## src/rtl/trace_pkg.sv

```systemverilog
// rtl/trace_pkg.sv - shared types and constants for the cpu trace monitor
package trace_pkg;

  typedef enum logic [1:0] {
    IDLE    = 2'd0,
    RUN     = 2'd1,
    DONE    = 2'd2,
    TIMEOUT = 2'd3
  } mon_state_t;

  typedef struct packed {
    logic [31:0] addr;
    logic [31:0] data;
  } store_rec_t;

  localparam logic [31:0] FINISH_PC_RST = 32'hFFFF_FFFF;

endpackage

```

## src/rtl/trace_fifo.sv

```systemverilog
// rtl/trace_fifo.sv - store-log FIFO with sticky overflow flag
// Head entry is read straight from storage; a full FIFO still accepts a push when popped that cycle.
module trace_fifo
  import trace_pkg::*;
#(
  parameter int DEPTH = 8
) (
  input  logic       clk,
  input  logic       reset,
  input  logic       clear,
  input  logic       push,
  input  store_rec_t push_rec,
  input  logic       pop,
  output store_rec_t head_rec,
  output logic       full,
  output logic       empty,
  output logic       ovf
);

  localparam int AW = $clog2(DEPTH);
  localparam logic [AW:0] PTR_ONE = {{AW{1'b0}}, 1'b1};

  store_rec_t  mem_q [DEPTH];
  logic [AW:0] wr_ptr_q, wr_ptr_d;
  logic [AW:0] rd_ptr_q, rd_ptr_d;
  logic        ovf_q, ovf_d;
  logic        pop_ok, push_ok;

  assign empty    = (wr_ptr_q == rd_ptr_q);
  assign full     = (wr_ptr_q[AW] != rd_ptr_q[AW]) &&
                    (wr_ptr_q[AW-1:0] == rd_ptr_q[AW-1:0]);
  assign pop_ok   = pop & ~empty;
  assign push_ok  = push & (~full | pop_ok);
  assign head_rec = mem_q[rd_ptr_q[AW-1:0]];
  assign ovf      = ovf_q;

  always_comb begin
    wr_ptr_d = wr_ptr_q;
    rd_ptr_d = rd_ptr_q;
    ovf_d    = ovf_q;
    if (clear) begin
      wr_ptr_d = '0;
      rd_ptr_d = '0;
      ovf_d    = 1'b0;
    end else begin
      if (push_ok) wr_ptr_d = wr_ptr_q + PTR_ONE;
      if (pop_ok)  rd_ptr_d = rd_ptr_q + PTR_ONE;
      if (push && !push_ok) ovf_d = 1'b1;
    end
  end

  always_ff @(posedge clk) begin
    if (reset) begin
      wr_ptr_q <= '0;
      rd_ptr_q <= '0;
      ovf_q    <= 1'b0;
    end else begin
      wr_ptr_q <= wr_ptr_d;
      rd_ptr_q <= rd_ptr_d;
      ovf_q    <= ovf_d;
    end
  end

  // Storage needs no reset: contents are only visible through the pointers.
  always_ff @(posedge clk) begin
    if (push_ok && !clear && !reset) begin
      mem_q[wr_ptr_q[AW-1:0]] <= push_rec;
    end
  end

endmodule

```

## src/rtl/cpu_trace_monitor.sv

```systemverilog
// rtl/cpu_trace_monitor.sv - run monitor for the pipelined mips core: finish-PC gating, CPI counters, store log
// Optional watchdog and TIMEOUT state built when TRACE_WDOG_EN is defined.
module cpu_trace_monitor
  import trace_pkg::*;
#(
  parameter int LOG_DEPTH = 8,
  parameter int CNT_W     = 32,
  parameter int WDOG_MAX  = 1000000
) (
  input  logic             clk,
  input  logic             reset,
  input  logic             start,
  input  logic [31:0]      finish_pc,
  input  logic [31:0]      pc,
  input  logic             memwrite,
  input  logic [31:0]      aluout,
  input  logic [31:0]      writedata,
  input  logic             stallD,
  input  logic             flushD,
  output logic             cpu_en,
  output logic             mem_we,
  output logic             done,
  output logic             timeout,
  output logic [CNT_W-1:0] cycle_cnt,
  output logic [CNT_W-1:0] instr_cnt,
  output logic             log_valid,
  input  logic             log_ready,
  output logic [31:0]      log_addr,
  output logic [31:0]      log_data,
  output logic             log_ovf
);

  localparam logic [CNT_W-1:0] CNT_ONE = {{(CNT_W-1){1'b0}}, 1'b1};

  mon_state_t       state_q, state_d;
  logic [31:0]      finish_pc_q, finish_pc_d;
  logic [CNT_W-1:0] cycle_cnt_q, cycle_cnt_d;
  logic [CNT_W-1:0] instr_cnt_q, instr_cnt_d;
  logic             count_en;
  logic             wdog_hit;
  logic             fifo_full, fifo_empty;
  store_rec_t       push_rec, head_rec;

  assign cpu_en   = (state_q == RUN) && (pc != finish_pc_q);
  assign mem_we   = memwrite & cpu_en;
  // A start cycle only re-arms the monitor; nothing is counted or logged in it.
  assign count_en = cpu_en & ~start;

`ifdef TRACE_WDOG_EN
  localparam int WD_W = $clog2(WDOG_MAX + 1);
  localparam logic [WD_W-1:0] WD_ONE = {{(WD_W-1){1'b0}}, 1'b1};
  localparam logic [WD_W-1:0] WD_LIM = WD_W'(WDOG_MAX);

  logic [WD_W-1:0] wdog_q, wdog_d;

  always_comb begin
    wdog_d = wdog_q;
    if (start)         wdog_d = '0;
    else if (count_en) wdog_d = wdog_q + WD_ONE;
  end

  assign wdog_hit = count_en && (wdog_d == WD_LIM);
  assign timeout  = (state_q == TIMEOUT);

  always_ff @(posedge clk) begin
    if (reset) wdog_q <= '0;
    else       wdog_q <= wdog_d;
  end
`else
  assign wdog_hit = 1'b0;
  // Without the watchdog the limit has no effect; the comparison only folds away.
  assign timeout  = (WDOG_MAX < 0);
`endif

  always_comb begin
    state_d     = state_q;
    finish_pc_d = finish_pc_q;
    cycle_cnt_d = cycle_cnt_q;
    instr_cnt_d = instr_cnt_q;
    if (start) begin
      state_d     = RUN;
      finish_pc_d = finish_pc;
      cycle_cnt_d = '0;
      instr_cnt_d = '0;
    end else begin
      if (count_en) begin
        if (cycle_cnt_q != '1) cycle_cnt_d = cycle_cnt_q + CNT_ONE;
        if (!stallD && !flushD && instr_cnt_q != '1) instr_cnt_d = instr_cnt_q + CNT_ONE;
      end
      if (state_q == RUN && pc == finish_pc_q) state_d = DONE;
      else if (state_q == RUN && wdog_hit)     state_d = TIMEOUT;
    end
  end

  always_ff @(posedge clk) begin
    if (reset) begin
      state_q     <= IDLE;
      finish_pc_q <= FINISH_PC_RST;
      cycle_cnt_q <= '0;
      instr_cnt_q <= '0;
    end else begin
      state_q     <= state_d;
      finish_pc_q <= finish_pc_d;
      cycle_cnt_q <= cycle_cnt_d;
      instr_cnt_q <= instr_cnt_d;
    end
  end

  assign done      = (state_q == DONE);
  assign cycle_cnt = cycle_cnt_q;
  assign instr_cnt = instr_cnt_q;

  assign push_rec.addr = aluout;
  assign push_rec.data = writedata;

  trace_fifo #(
    .DEPTH (LOG_DEPTH)
  ) u_fifo (
    .clk      (clk),
    .reset    (reset),
    .clear    (start),
    .push     (mem_we & ~start),
    .push_rec (push_rec),
    .pop      (log_ready),
    .head_rec (head_rec),
    .full     (fifo_full),
    .empty    (fifo_empty),
    .ovf      (log_ovf)
  );

  assign log_valid = ~fifo_empty;
  assign log_addr  = head_rec.addr;
  assign log_data  = head_rec.data;

endmodule
```

## config.mk

```make
export PLATFORM = sky130hd
export DESIGN_NAME = cpu_trace_monitor
export DESIGN_NICKNAME = d
export VERILOG_FILES = /design/src/rtl/trace_pkg.sv /design/src/rtl/trace_fifo.sv /design/src/rtl/cpu_trace_monitor.sv
export SDC_FILE = /design/constraint.sdc
export NUM_CORES = 1
export LEC_CHECK = 0
export CORE_MARGIN = 2
export CORE_UTILIZATION = 30
export DETAILED_ROUTE_END_ITERATION = 6
export DONT_BUFFER_PORTS = 1
export SLEW_MARGIN = 20
export SYNTH_ARGS = -nofsm -noshare
export SYNTH_HDL_FRONTEND = slang
export SYNTH_HIERARCHICAL = 1
export SYNTH_SLANG_ARGS = --single-unit
```

## constraint.sdc

```tcl
create_clock -name clk -period 22.2 [get_ports clk]
set_input_delay 4.44 -clock clk [delete_from_list [all_inputs] [get_ports clk]]
set_output_delay 4.44 -clock clk [all_outputs]
set_load 0.02 [all_outputs]
```

==> results of run 1 <==
-- synthesized netlist by cell type (6+ instances only) --
| cell | number |
|---|---|
| sky130_fd_sc_hd__nor2b_1 | 34 |
| sky130_fd_sc_hd__nor4_1 | 15 |
| sky130_fd_sc_hd__inv_1 | 16 |
| sky130_fd_sc_hd__o31ai_1 | 26 |
| sky130_fd_sc_hd__nand3_1 | 27 |
| sky130_fd_sc_hd__xor2_1 | 34 |
| sky130_fd_sc_hd__nand2_1 | 40 |
| sky130_fd_sc_hd__nor2_1 | 21 |
| sky130_fd_sc_hd__edfxtp_1 | 512 |
| sky130_fd_sc_hd__or4_1 | 37 |
| sky130_fd_sc_hd__or3_1 | 32 |
| sky130_fd_sc_hd__nor3_1 | 9 |
| sky130_fd_sc_hd__a211o_1 | 32 |
| sky130_fd_sc_hd__and4_1 | 9 |
| sky130_fd_sc_hd__and3_1 | 11 |
| sky130_fd_sc_hd__mux2_2 | 64 |
| sky130_fd_sc_hd__buf_4 | 7 |
| sky130_fd_sc_hd__dfxtp_1 | 110 |
| sky130_fd_sc_hd__mux4_2 | 128 |
| sky130_fd_sc_hd__clkbuf_1 | 35 |
| sky130_fd_sc_hd__o211ai_1 | 11 |
| sky130_fd_sc_hd__nand4_2 | 6 |
| sky130_fd_sc_hd__o21ai_1 | 7 |
| sky130_fd_sc_hd__buf_1 | 9 |
| sky130_fd_sc_hd__nand4_1 | 23 |
| sky130_fd_sc_hd__a21oi_1 | 51 |
| sky130_fd_sc_hd__buf_6 | 17 |
| sky130_fd_sc_hd__buf_2 | 11 |
| sky130_fd_sc_hd__o21ai_0 | 21 |
-- metrics by stage --
step	std cells	util (%)	hold WS (ns)	setup WS (ns)
after CTS	2555	34.51	0.5359	10.82
after global routing	2555	34.52	0.5772	10.97
after floorplan	1413	-	0.4797	9.378
after global placement	2424	31.76	0.5094	10.86
final	2555	34.52	0.5342	11.21
after detailed placement	2424	31.77	0.5260	10.82
-- worst max path at each step --
stage                       from  slack [ns]            endpoint
after floorplan           pc[31]        9.38  u_fifo/mem_q[0][0]
after global placement    pc[19]       10.86              cpu_en
after detailed placement  pc[19]       10.82              cpu_en
after CTS                 pc[19]       10.82              cpu_en
after global routing      pc[17]       10.97              cpu_en
final                     pc[19]       11.21              cpu_en
-- kinds of logic after synthesis --
| family | count (synthesis) |
|---|---|
| mux | 195 |
| flops | 622 |
| simple gates | 285 |
| buf+inv | 97 |
| other cells | 1 |
| fa+ha+maj | 4 |
| compound gates | 171 |
| xor+xnor | 38 |
-- power breakdown --
part	total [mW]	internal [mW]	switching (mW)
registers	1.27	1.27	0.00448
clock network	1.12	0.648	0.473
logic	0.0331	0.0139	0.0191
-- critical path, cell delays in order --
cell and delay, ns:
sky130_fd_sc_hd__xor2_1 0.12, sky130_fd_sc_hd__nor4_1 0.52, sky130_fd_sc_hd__nand4_1 0.44, sky130_fd_sc_hd__o21ai_4 0.70, sky130_fd_sc_hd__inv_1 0.32
-- area by class of cell --
cell class                      instances  area, sq um  share of cell area [%]
Multi-Input combinational cell        694         6970                   24.55
Clock buffer                           91         1936                   6.817
Timing Repair Buffer                   21        170.2                  0.5993
Inverter                               17        66.31                  0.2336
Tap cell                             1070         1339                   4.715
Clock inverter                         40        322.8                   1.137
Sequential cell                       622        17590                   61.95
-- flip-flops by register name, indices dropped and copies added, names as in the netlist, named ones only --
signal,flops
cycle_cnt,32
finish_pc_q,32
instr_cnt,32
state_q,2
u_fifo/mem_q,512
u_fifo/ovf,1
u_fifo/rd_ptr_q,4
u_fifo/wr_ptr_q,4
-- routing by layer --
metal / wire length, microns / share of wire, % / vias to the layer above / GRT usage, %
met3: 4717 / 8.3 / 70 / 4.530
met1: 22340 / 39 / 6658 / 15.33
met2: 28650 / 50 / 378 / 22.84
li1: - / - / 5799 / -
met5: 0 / 0 / - / 0
met4: 1047 / 1.8 / 0 / 4.053
-- layout by cell type (no fill, tap or decap), types with 6 or more instances in the layout --
cell type                    Yosys  final
sky130_fd_sc_hd__nand4_1        23     23
sky130_fd_sc_hd__nor3_2          2      6
sky130_fd_sc_hd__nor4_1         15     13
sky130_fd_sc_hd__clkinv_1        0     12
sky130_fd_sc_hd__o31ai_1        26     26
sky130_fd_sc_hd__o211ai_1       11     11
sky130_fd_sc_hd__nand3_1        27     27
sky130_fd_sc_hd__buf_4           7     20
sky130_fd_sc_hd__o21ai_1         7      7
sky130_fd_sc_hd__nor2_1         21     17
sky130_fd_sc_hd__clkinv_2        0     12
sky130_fd_sc_hd__clkbuf_1       35     15
sky130_fd_sc_hd__a211o_1        32     32
sky130_fd_sc_hd__mux4_2        128    128
sky130_fd_sc_hd__and3_1         11     11
sky130_fd_sc_hd__and4_1          9      9
sky130_fd_sc_hd__xor2_1         34     34
sky130_fd_sc_hd__clkinvlp_4      0      6
sky130_fd_sc_hd__nor2b_1        34     34
sky130_fd_sc_hd__edfxtp_1      512    512
sky130_fd_sc_hd__a21oi_1        51     51
sky130_fd_sc_hd__o21ai_0        21     20
sky130_fd_sc_hd__or4_1          37     37
sky130_fd_sc_hd__clkbuf_16       0     74
sky130_fd_sc_hd__inv_1          16     16
sky130_fd_sc_hd__mux2_2         64     64
sky130_fd_sc_hd__or3_1          32     32
sky130_fd_sc_hd__nand2_1        40     40
sky130_fd_sc_hd__dfxtp_1       110    107
sky130_fd_sc_hd__nand4_2         6      6
==> results by group, run 1 <==
Setup path
  – Setup crit end kind: primary output
  – Startpoint of the lowest-slack register-to-register path: finish_pc_q[12]
  – Critical path launch point type: input port
  – Setup CP Type: in -> out
  – Worst path required time: 17.76 ns
  – Worst reg2reg path depth: 11
  – WP data arrival: 6.55 ns
  – Setup slack on the worst flop-to-flop path: 17.84 ns
  – Crit path max fanout: 29
  – Worst reg2reg endpoint: u_fifo/mem_q[2][7]

Routing
  – First-pass DRT Iterations: 5
  – Average wire length per cell after detail routing: 22.21 microns
  – Via count: 12905
  – Number of design rule violations left after detail routing: 0
  – Number of DRC markers in iteration 0: 1014
  – Vias per std cell: 5.051
  – Number of nets with antenna violations after detailed routing: 0
  – Final WL: 56.75 mm

Clock tree
  – CTS tree: yes
  – Reg clk slew, reported paths: 0.05 ns
  – Clock tree sinks: 622
  – Inserted Clock Buffers: 72
  – Number of gates resized after CTS: 0
  – Latest clock arrival within the worst-skew pair: 0.60 ns
  – Clock tree root buffer cell: sky130_fd_sc_hd__clkbuf_16
  – Post-CTS Hold Fix Bufs: 0
  – Buffer count from post-CTS setup fixing: 0
  – Clock H-tree levels: 3
  – Clock tree buffer depth: 3

Layout
  – Number of filler instances in the final layout: 7706
  – Final layout net count: 1567
  – Syn-to-layout area delta: 13.54%
  – Ratio of cells with drive above 1 in the final layout: 23.97%
  – Number of diodes: 0
  – Total non-filler cell area in the finished layout: 0.02839 sq mm

Synth
  – Cell taking the most area after synthesis: sky130_fd_sc_hd__edfxtp_1
  – Count of flip-flops with a built-in enable after synthesis: 512
  – Fraction of post-synthesis cell area in the top cell type by area: 61.48%
  – Sequential fraction of the synthesis area: 70.29%
  – Combinational family with the most area after synthesis: multiplexers
  – Post-synthesis cell area: 0.02501 sq mm
  – Portion of netlist area occupied by mux cells: 14.53%
  – Number of register bits inferred by synthesis: 622
  – Net Count, Synth: 1552
  – Synth Warn #: 6
  – Share of async-settable or async-resettable flops after synthesis: 0%
  – Post-Synth Simple-Gate Area: 6.900%
  – Leading cell types by total area after synthesis: sky130_fd_sc_hd__edfxtp_1 (61%), sky130_fd_sc_hd__mux4_2 (12%), sky130_fd_sc_hd__dfxtp_1 (8.8%), sky130_fd_sc_hd__mux2_2 (2.9%), sky130_fd_sc_hd__xor2_1 (1.2%)
  – Number of unique standard cell types used by synthesis: 60
  – Post-synthesis area per instance: 17.70 sq um
  – Gate count after technology mapping: 1413
  – Compound-gate portion of the synthesized area: 4.593%
  – Arithmetic-cell share of the synthesized area counting full adders, half adders and majority gates: 0.2001%
  – Xor/xnor cell area share of the yosys netlist: 1.331%
  – Ys flop type: sky130_fd_sc_hd__edfxtp_1

Placed design
  – Weighted congestion reported at the end of routability-driven placement: 0.8378
  – Count of buffers inserted at the top-level ports: 0
  – Detailed-placement wirelength estimate: 34.35 mm
  – Cell area after placement: 0.02613 sq mm

Timing
  – Setup tns final: 0 ns
  – Final worst clock skew: 0.02320 ns
  – Final Hold Viols: 0
  – Final-report max-slew violation count: 0
  – Slew at the pin closest to its max-slew limit: 1.184 ns
  – Post-route minimum period: 10.99 ns
  – Setup repair after global routing missed its margin: false
  – Slew HR: 20.35%
  – Final clock period utilization by the worst path: 49.51%
  – Highest clock rate: 90.99 MHz
  – Final setup violation count: 0

Power and ir drop
  – Leak: 8.424 nW
  – Power consumption: 2.425 mW
  – Max rail drop VDD: 0.00004637 V
  – Cell area power density: 85.40 mW/mm^2

Status
  – Run status: finished clean

GRT
  – Overall routing resource usage: 13.17%
  – Final global-route overflow total: 0
  – Antenna violations before repair: 0
  – Wire length of the first global-routing pass: 85.42 mm
  – Vias in the first global route: 13583
  – Pin count of the biggest net entering global routing: 101

Die
  – Die width: 292.7 microns
  – Core Footprint: 0.08224 sq mm
  – Number of placement rows: 105
  – Effective utilization at floorplan: 30.41%
  – Die outline height: 292.7 microns
  – Top-level port count: 269
  – Die area: 0.08568 sq mm

Min path
  – Depth of the worst hold-timing path: 2
  – Origin of the worst min-delay path: u_fifo/rd_ptr_q[3]
  – Worst min-delay path category: reg -> reg
  – Terminating pin of the worst hold path: u_fifo/rd_ptr_q[3]

Job
  – Count of max-cap constraint violations: 0
Power figures use the tool's default switching activity.
==> run 2, diff against run 1 <==
==> constraint.sdc (replaced) <==
create_clock -name clk -period 9.7 [get_ports clk]
set_input_delay 1.94 -clock clk [delete_from_list [all_inputs] [get_ports clk]]
set_output_delay 1.94 -clock clk [all_outputs]
set_load 0.02 [all_outputs]
==> results by group, run 2 (synthesis gave the netlist of run 1 again) <==
Timing
  – Final setup violation count: 0 (unchanged)
  – Highest clock rate: 176.8 MHz
  – Post-route worst setup slack: 4.044 ns (-7.166 ns)
  – Setup tns final: 0 ns (unchanged)
  – Post-route minimum period: 5.656 ns
  – Final Hold Viols: 0 (unchanged)
  – Slew at the pin closest to its max-slew limit: 1.119 ns (-0.06535 ns)
  – Slew HR: 24.74% (+4.4 points)
  – Final clock period utilization by the worst path: 58.31%
  – Final-report max-slew violation count: 0 (unchanged)
  – Setup repair after global routing missed its margin: false
  – Final worst clock skew: 0.04320 ns (+0.02000 ns)

Setup path
  – Crit path max fanout: 29 (unchanged)
  – Worst reg2reg endpoint: u_fifo/mem_q[3][31]
  – Worst reg2reg path depth: 11 (unchanged)
  – Critical path launch point type: input port
  – Setup slack on the worst flop-to-flop path: 5.39 ns (-12.45 ns)
  – WP data arrival: 3.72 ns (-2.83 ns)
  – Setup CP Type: in -> out
  – Startpoint of the lowest-slack register-to-register path: finish_pc_q[14]
  – Setup crit end kind: primary output
  – Launch point of the worst path: pc[21]
  – Termination of the worst setup path: cpu_en
  – Worst path required time: 7.76 ns (-10.00 ns)

GRT
  – Antenna violations before repair: 0 (unchanged)
  – Final global-route overflow total: 0 (unchanged)
  – Wire length of the first global-routing pass: 86.60 mm (+1.4%)
  – Pin count of the biggest net entering global routing: 74 (-27%)
  – Vias in the first global route: 13467 (-0.85%)
  – Overall routing resource usage: 13.39% (+0.22 points)

Placed design
  – Detailed-placement wirelength estimate: 34.69 mm (+1.0%)
  – Worst slack at placement: 3.736 ns (-7.087 ns)
  – Count of buffers inserted at the top-level ports: 0 (unchanged)
  – Cell area after placement: 0.02613 sq mm (about the same)
  – Weighted congestion reported at the end of routability-driven placement: 0.8414 (+0.43%)

Routing
  – Via count: 12933 (+0.22%)
  – Final WL: 57.75 mm (+1.8%)
  – Number of DRC markers in iteration 0: 800 (-21%)
  – First-pass DRT Iterations: 4 (-1)
  – Number of design rule violations left after detail routing: 0 (unchanged)
  – Average wire length per cell after detail routing: 22.61 microns (+1.8%)
  – Number of nets with antenna violations after detailed routing: 0 (unchanged)
  – Vias per std cell: 5.064 (+0.26%)

Status
  – Run status: finished clean

Clock tree
  – Clock tree root buffer cell: sky130_fd_sc_hd__clkbuf_16
  – Latest clock arrival within the worst-skew pair: 0.62 ns (+0.02 ns)
  – Clock H-tree levels: 3 (unchanged)
  – Clock tree buffer depth: 3 (unchanged)
  – Reg clk slew, reported paths: 0.05 ns (about the same)
  – Clock tree sinks: 622 (unchanged)
  – Post-CTS Hold Fix Bufs: 0 (unchanged)
  – Buffer count from post-CTS setup fixing: 0 (unchanged)
  – Inserted Clock Buffers: 70 (-2.8%)
  – CTS tree: yes
  – Number of gates resized after CTS: 0 (unchanged)

Min path
  – Worst min-delay path category: reg -> reg

Die
  – Top-level port count: 269 (unchanged)
  – Die outline height: 292.7 microns (unchanged)
  – Effective utilization at floorplan: 30.41% (unchanged)
  – Die width: 292.7 microns (unchanged)
  – Core Footprint: 0.08224 sq mm (unchanged)
  – Number of placement rows: 105 (unchanged)
  – Die area: 0.08568 sq mm (unchanged)

Job
  – Count of max-cap constraint violations: 0 (unchanged)

Power and ir drop
  – Leak: 8.434 nW (+0.12%)
  – Power consumption: 5.565 mW (+130%)
  – Max rail drop VDD: 0.0001254 V (+170%)
  – Cell area power density: 196.0 mW/mm^2 (+130%)

Layout
  – Total non-filler cell area in the finished layout: 0.02839 sq mm (about the same)
  – Most used cells in the layout excluding fill and tap cells: sky130_fd_sc_hd__edfxtp_1 (512), sky130_fd_sc_hd__mux4_2 (128), sky130_fd_sc_hd__dfxtp_1 (107)
  – Final cell utilization of the core: 34.52% (about the same)
  – Leading cell type in the layout, fill and taps excluded: sky130_fd_sc_hd__edfxtp_1
  – Final layout net count: 1566 (-0.064%)
  – Syn-to-layout area delta: 13.53% (about the same)
  – Flip-flop count of the largest register, all copies and words added: 512 (unchanged)
  – Ratio of cells with drive above 1 in the final layout: 23.85% (-0.12 points)
  – Number of diodes: 0 (unchanged)
## run 2: cell types whose count changed in the layout (fill, tap and decap cells not counted), sizes merged
cell / before / now
buf: 21 / 22
clkinv: 27 / 26
clkinvlp: 6 / 2
bufinv: 2 / 4
inv: 22 / 23
## run 2: worst min-delay path by stage
stage	start	end	slack [ns]	cells after the start
5_1_grt	u_fifo/rd_ptr_q[3]	u_fifo/rd_ptr_q[3]	0.58	2
3_3_place_gp	u_fifo/rd_ptr_q[3]	u_fifo/rd_ptr_q[3]	0.51	2
3_5_place_dp	u_fifo/rd_ptr_q[3]	u_fifo/rd_ptr_q[3]	0.53	2
2_1_floorplan	state_q[1]	state_q[1]	0.48	2
6_report	u_fifo/rd_ptr_q[3]	u_fifo/rd_ptr_q[3]	0.54	2
4_1_cts	u_fifo/rd_ptr_q[3]	u_fifo/rd_ptr_q[3]	0.54	2
## run 2: power breakdown
group | total [mW] | internal, mW | switching, mW
combinational | 0.0758 | 0.0322 | 0.0436
sequential | 2.91 | 2.90 | 0.0101
clock | 2.58 | 1.49 | 1.09
total | 5.57 | 4.42 | 1.15
## run 2: stage by stage
step / hold WS, ns / cells
2_1_floorplan: 0.4797 / 1413
3_3_place_gp: 0.5120 / 2425
3_5_place_dp: 0.5335 / 2425
4_1_cts: 0.5400 / 2554
5_1_grt: 0.5761 / 2554
6_report: 0.5366 / 2554
## run 2: per-layer routing
metal	share of wire, %	global-route usage (%)	wire [microns]	vias up
met2	50	23.02	28880	396
met5	0	0	0	-
met1	39	15.60	22400	6670
li1	-	-	-	5772
met4	2.6	4.228	1481	0
met3	8.6	4.750	4991	95
## run 2: layout make-up
class | instances | area [sq um]
clock inverters | 38 | 397.9
well taps | 1070 | 1339
repair buffers | 22 | 168.9
inverters | 17 | 66.31
fillers | 7727 | 53850
flip-flops and latches | 622 | 17590
multi-input cells | 694 | 6969
clock buffers | 91 | 1861
## run 2: critical path, stage by stage
cell and delay [ns]:
sky130_fd_sc_hd__xor2_1 0.13, sky130_fd_sc_hd__nor4_1 0.45, sky130_fd_sc_hd__nand4_1 0.41, sky130_fd_sc_hd__o21ai_2 0.23, sky130_fd_sc_hd__buf_4 0.32, sky130_fd_sc_hd__inv_1 0.21
==> run 3, diff against run 2 <==
==> constraint.sdc (replaced) <==
create_clock -name clk -period 5.14 [get_ports clk]
set_input_delay 1.028 -clock clk [delete_from_list [all_inputs] [get_ports clk]]
set_output_delay 1.028 -clock clk [all_outputs]
set_load 0.02 [all_outputs]
==> results by group, run 3 (synthesis gave the netlist of run 1 again) <==
Status
  – Run status: finished clean

Die
  – Effective utilization at floorplan: 30.41% (unchanged)
  – Die outline height: 292.7 microns (unchanged)
  – Die width: 292.7 microns (unchanged)
  – Die area: 0.08568 sq mm (unchanged)
  – Top-level port count: 269 (unchanged)
  – Number of placement rows: 105 (unchanged)
  – Core Footprint: 0.08224 sq mm (unchanged)

Routing
  – Via count: 12950 (+0.13%)
  – Average wire length per cell after detail routing: 22.34 microns (-1.2%)
  – Number of nets with antenna violations after detailed routing: 0 (unchanged)
  – Number of design rule violations left after detail routing: 0 (unchanged)
  – Vias per std cell: 5.059 (-0.10%)
  – First-pass DRT Iterations: 5 (+1)
  – Final WL: 57.18 mm (-0.98%)
  – Number of DRC markers in iteration 0: 918 (+15%)

Clock tree
  – Number of gates resized after CTS: 0 (unchanged)
  – Clock tree root buffer cell: sky130_fd_sc_hd__clkbuf_16
  – Clock tree sinks: 622 (unchanged)
  – Reg clk slew, reported paths: 0.06 ns (about the same)
  – Post-CTS Hold Fix Bufs: 0 (unchanged)
  – Latest clock arrival within the worst-skew pair: 0.61 ns (about the same)
  – Buffer count from post-CTS setup fixing: 0 (unchanged)
  – CTS tree: yes
  – Clock H-tree levels: 3 (unchanged)
  – Clock tree buffer depth: 3 (unchanged)
  – Inserted Clock Buffers: 70 (unchanged)

Layout
  – Number of filler instances in the final layout: 7734 (+0.091%)
  – Syn-to-layout area delta: 14.56%
  – Most used cells in the layout excluding fill and tap cells: sky130_fd_sc_hd__edfxtp_1 (512), sky130_fd_sc_hd__mux4_2 (128), sky130_fd_sc_hd__dfxtp_1 (107)
  – Number of non-filler instances in the completed layout: 2560 (+0.23%)
  – Ratio of cells with drive above 1 in the final layout: 24.11% (+0.26 points)
  – Final layout net count: 1572 (+0.38%)
  – Leading cell type in the layout, fill and taps excluded: sky130_fd_sc_hd__edfxtp_1
  – Flip-flop count of the largest register, all copies and words added: 512 (unchanged)

Placed design
  – Weighted congestion reported at the end of routability-driven placement: 0.7989 (-5.1%)
  – Worst slack at placement: 0.2073 ns (-3.528 ns)
  – Placed Cells: 2429 (+0.16%)
  – Detailed-placement wirelength estimate: 34.75 mm (+0.16%)
  – Count of buffers inserted at the top-level ports: 0 (unchanged)

Setup path
  – Startpoint of the lowest-slack register-to-register path: finish_pc_q[2]
  – Worst reg2reg endpoint: u_fifo/mem_q[5][54]
  – Crit-path slowest cell: sky130_fd_sc_hd__nor3_4
  – Worst reg2reg path depth: 9 (-2)
  – Buffer and inverter count on the worst path: 2 (unchanged)
  – Critical path launch point type: input port
  – Setup CP Type: in -> reg
  – Maximum single-stage delay on the critical path: 0.81 ns (+0.36 ns)
  – Setup slack on the worst flop-to-flop path: 1.11 ns (-4.28 ns)
  – WP data arrival: 4.35 ns (+0.63 ns)
  – CP cell instances: xor2_1 > nor4_1 > nand4_1 > o21ai_4 > nor2_1 > inv_2 > or3_4 > nor3_4 > buf_12
  – Cell family with the largest share of critical-path delay: simple AND/OR/NAND/NOR gates
  – Crit path max fanout: 47 (+62%)
  – Worst path required time: 5.39 ns (-2.37 ns)
  – Setup crit end kind: register

Min path
  – Depth of the worst hold-timing path: 0 (-2)
  – Worst min-delay path category: in -> reg
  – Origin of the worst min-delay path: writedata[7]
  – Terminating pin of the worst hold path: u_fifo/mem_q[7][7]

Job
  – Count of max-cap constraint violations: 0 (unchanged)

Timing
  – Setup tns final: 0 ns (unchanged)
  – Slew at the pin closest to its max-slew limit: 1.040 ns (-0.07855 ns)
  – Final Hold Viols: 0 (unchanged)
  – Final-report max-slew violation count: 0 (unchanged)
  – Final setup violation count: 0 (unchanged)
  – Final clock period utilization by the worst path: 79.75%
  – Slew HR: 30.43% (+5.7 points)
  – Post-route minimum period: 4.099 ns
  – Post-route worst setup slack: 1.041 ns (-3.003 ns)
  – Highest clock rate: 244.0 MHz
  – Final worst clock skew: 0.02050 ns (-0.02269 ns)
  – Setup repair after global routing missed its margin: false

Power and ir drop
  – Power consumption: 10.62 mW (+91%)
  – Leak: 8.491 nW (+0.67%)
  – Max rail drop VDD: 0.0002287 V (+82%)
  – Cell area power density: 370.6 mW/mm^2 (+89%)

GRT
  – Overall routing resource usage: 13.18% (-0.21 points)
  – Antenna violations before repair: 0 (unchanged)
  – Vias in the first global route: 13432 (-0.26%)
  – Pin count of the biggest net entering global routing: 74 (unchanged)
  – Wire length of the first global-routing pass: 85.15 mm (-1.7%)
  – Final global-route overflow total: 0 (unchanged)
## run 3: cell types whose count changed in the layout (fill, tap and decap cells not counted), sizes merged
cell | before | now
clkinv | 26 | 25
clkbuf | 91 | 88
clkinvlp | 2 | 5
inv | 23 | 20
buf | 22 | 28
bufinv | 4 | 7
diode | 0 | 1
## run 3: how the worst max path moves through the flow
stage               startpoint                   to  slack, ns  cells after the start
floorplan               pc[19]   u_fifo/mem_q[3][0]      -0.51                     12
global placement         pc[2]  u_fifo/mem_q[5][39]       0.29                      9
detailed placement       pc[2]  u_fifo/mem_q[4][43]       0.21                      9
CTS                      pc[2]               cpu_en       0.81                      6
global route             pc[2]  u_fifo/mem_q[5][32]       0.78                      9
finish                   pc[2]  u_fifo/mem_q[5][54]       1.04                      9
## run 3: worst register-to-register path, stage by stage (launching register included)
cell and delay, ns:
sky130_fd_sc_hd__dfxtp_1 0.33, sky130_fd_sc_hd__xor2_1 0.28, sky130_fd_sc_hd__nor4_1 0.19, sky130_fd_sc_hd__nand4_1 0.21, sky130_fd_sc_hd__o21ai_4 0.08, sky130_fd_sc_hd__nor2_1 0.72, sky130_fd_sc_hd__inv_2 0.17, sky130_fd_sc_hd__or3_4 0.44
sky130_fd_sc_hd__nor3_4 0.81, sky130_fd_sc_hd__buf_12 0.36
## run 3: metal layers
metal | up-vias | track usage, % | share of wire (%)
li1 | 5796 | - | -
met1 | 6643 | 15.33 | 39
met2 | 430 | 21.99 | 49
met3 | 81 | 5.494 | 9.9
met4 | 0 | 4.303 | 2.3
met5 | - | 0 | 0
## run 3: cell type report
type	count	area [sq um]	share of cell area [%]
tap	1070	1339	4.673
inverter	17	66.31	0.2315
antenna	1	2.502	0.008736
timing repair buffer	28	337.8	1.179
clock buffer	88	1827	6.377
sequential	622	17590	61.40
clock inverter	40	490.5	1.712
multi-input combinational	694	6995	24.42
## run 3: power by group
group	internal [mW]	switching [mW]	leakage, nW
clock network	2.92	2.06	1.10
registers	5.47	0.0174	5.50
logic	0.0622	0.0864	1.89
total	8.45	2.17	8.49
## run 3: through the flow
stage	instance area [sq um]	hold slack [ns]	util, %
detailed placement	26280	0.5231	31.96
floorplan	25070	0.4797	-
global route	28640	0.4659	34.83
CTS	28600	0.4484	34.78
global placement	26280	0.5087	31.96
finish	28650	0.5134	34.83
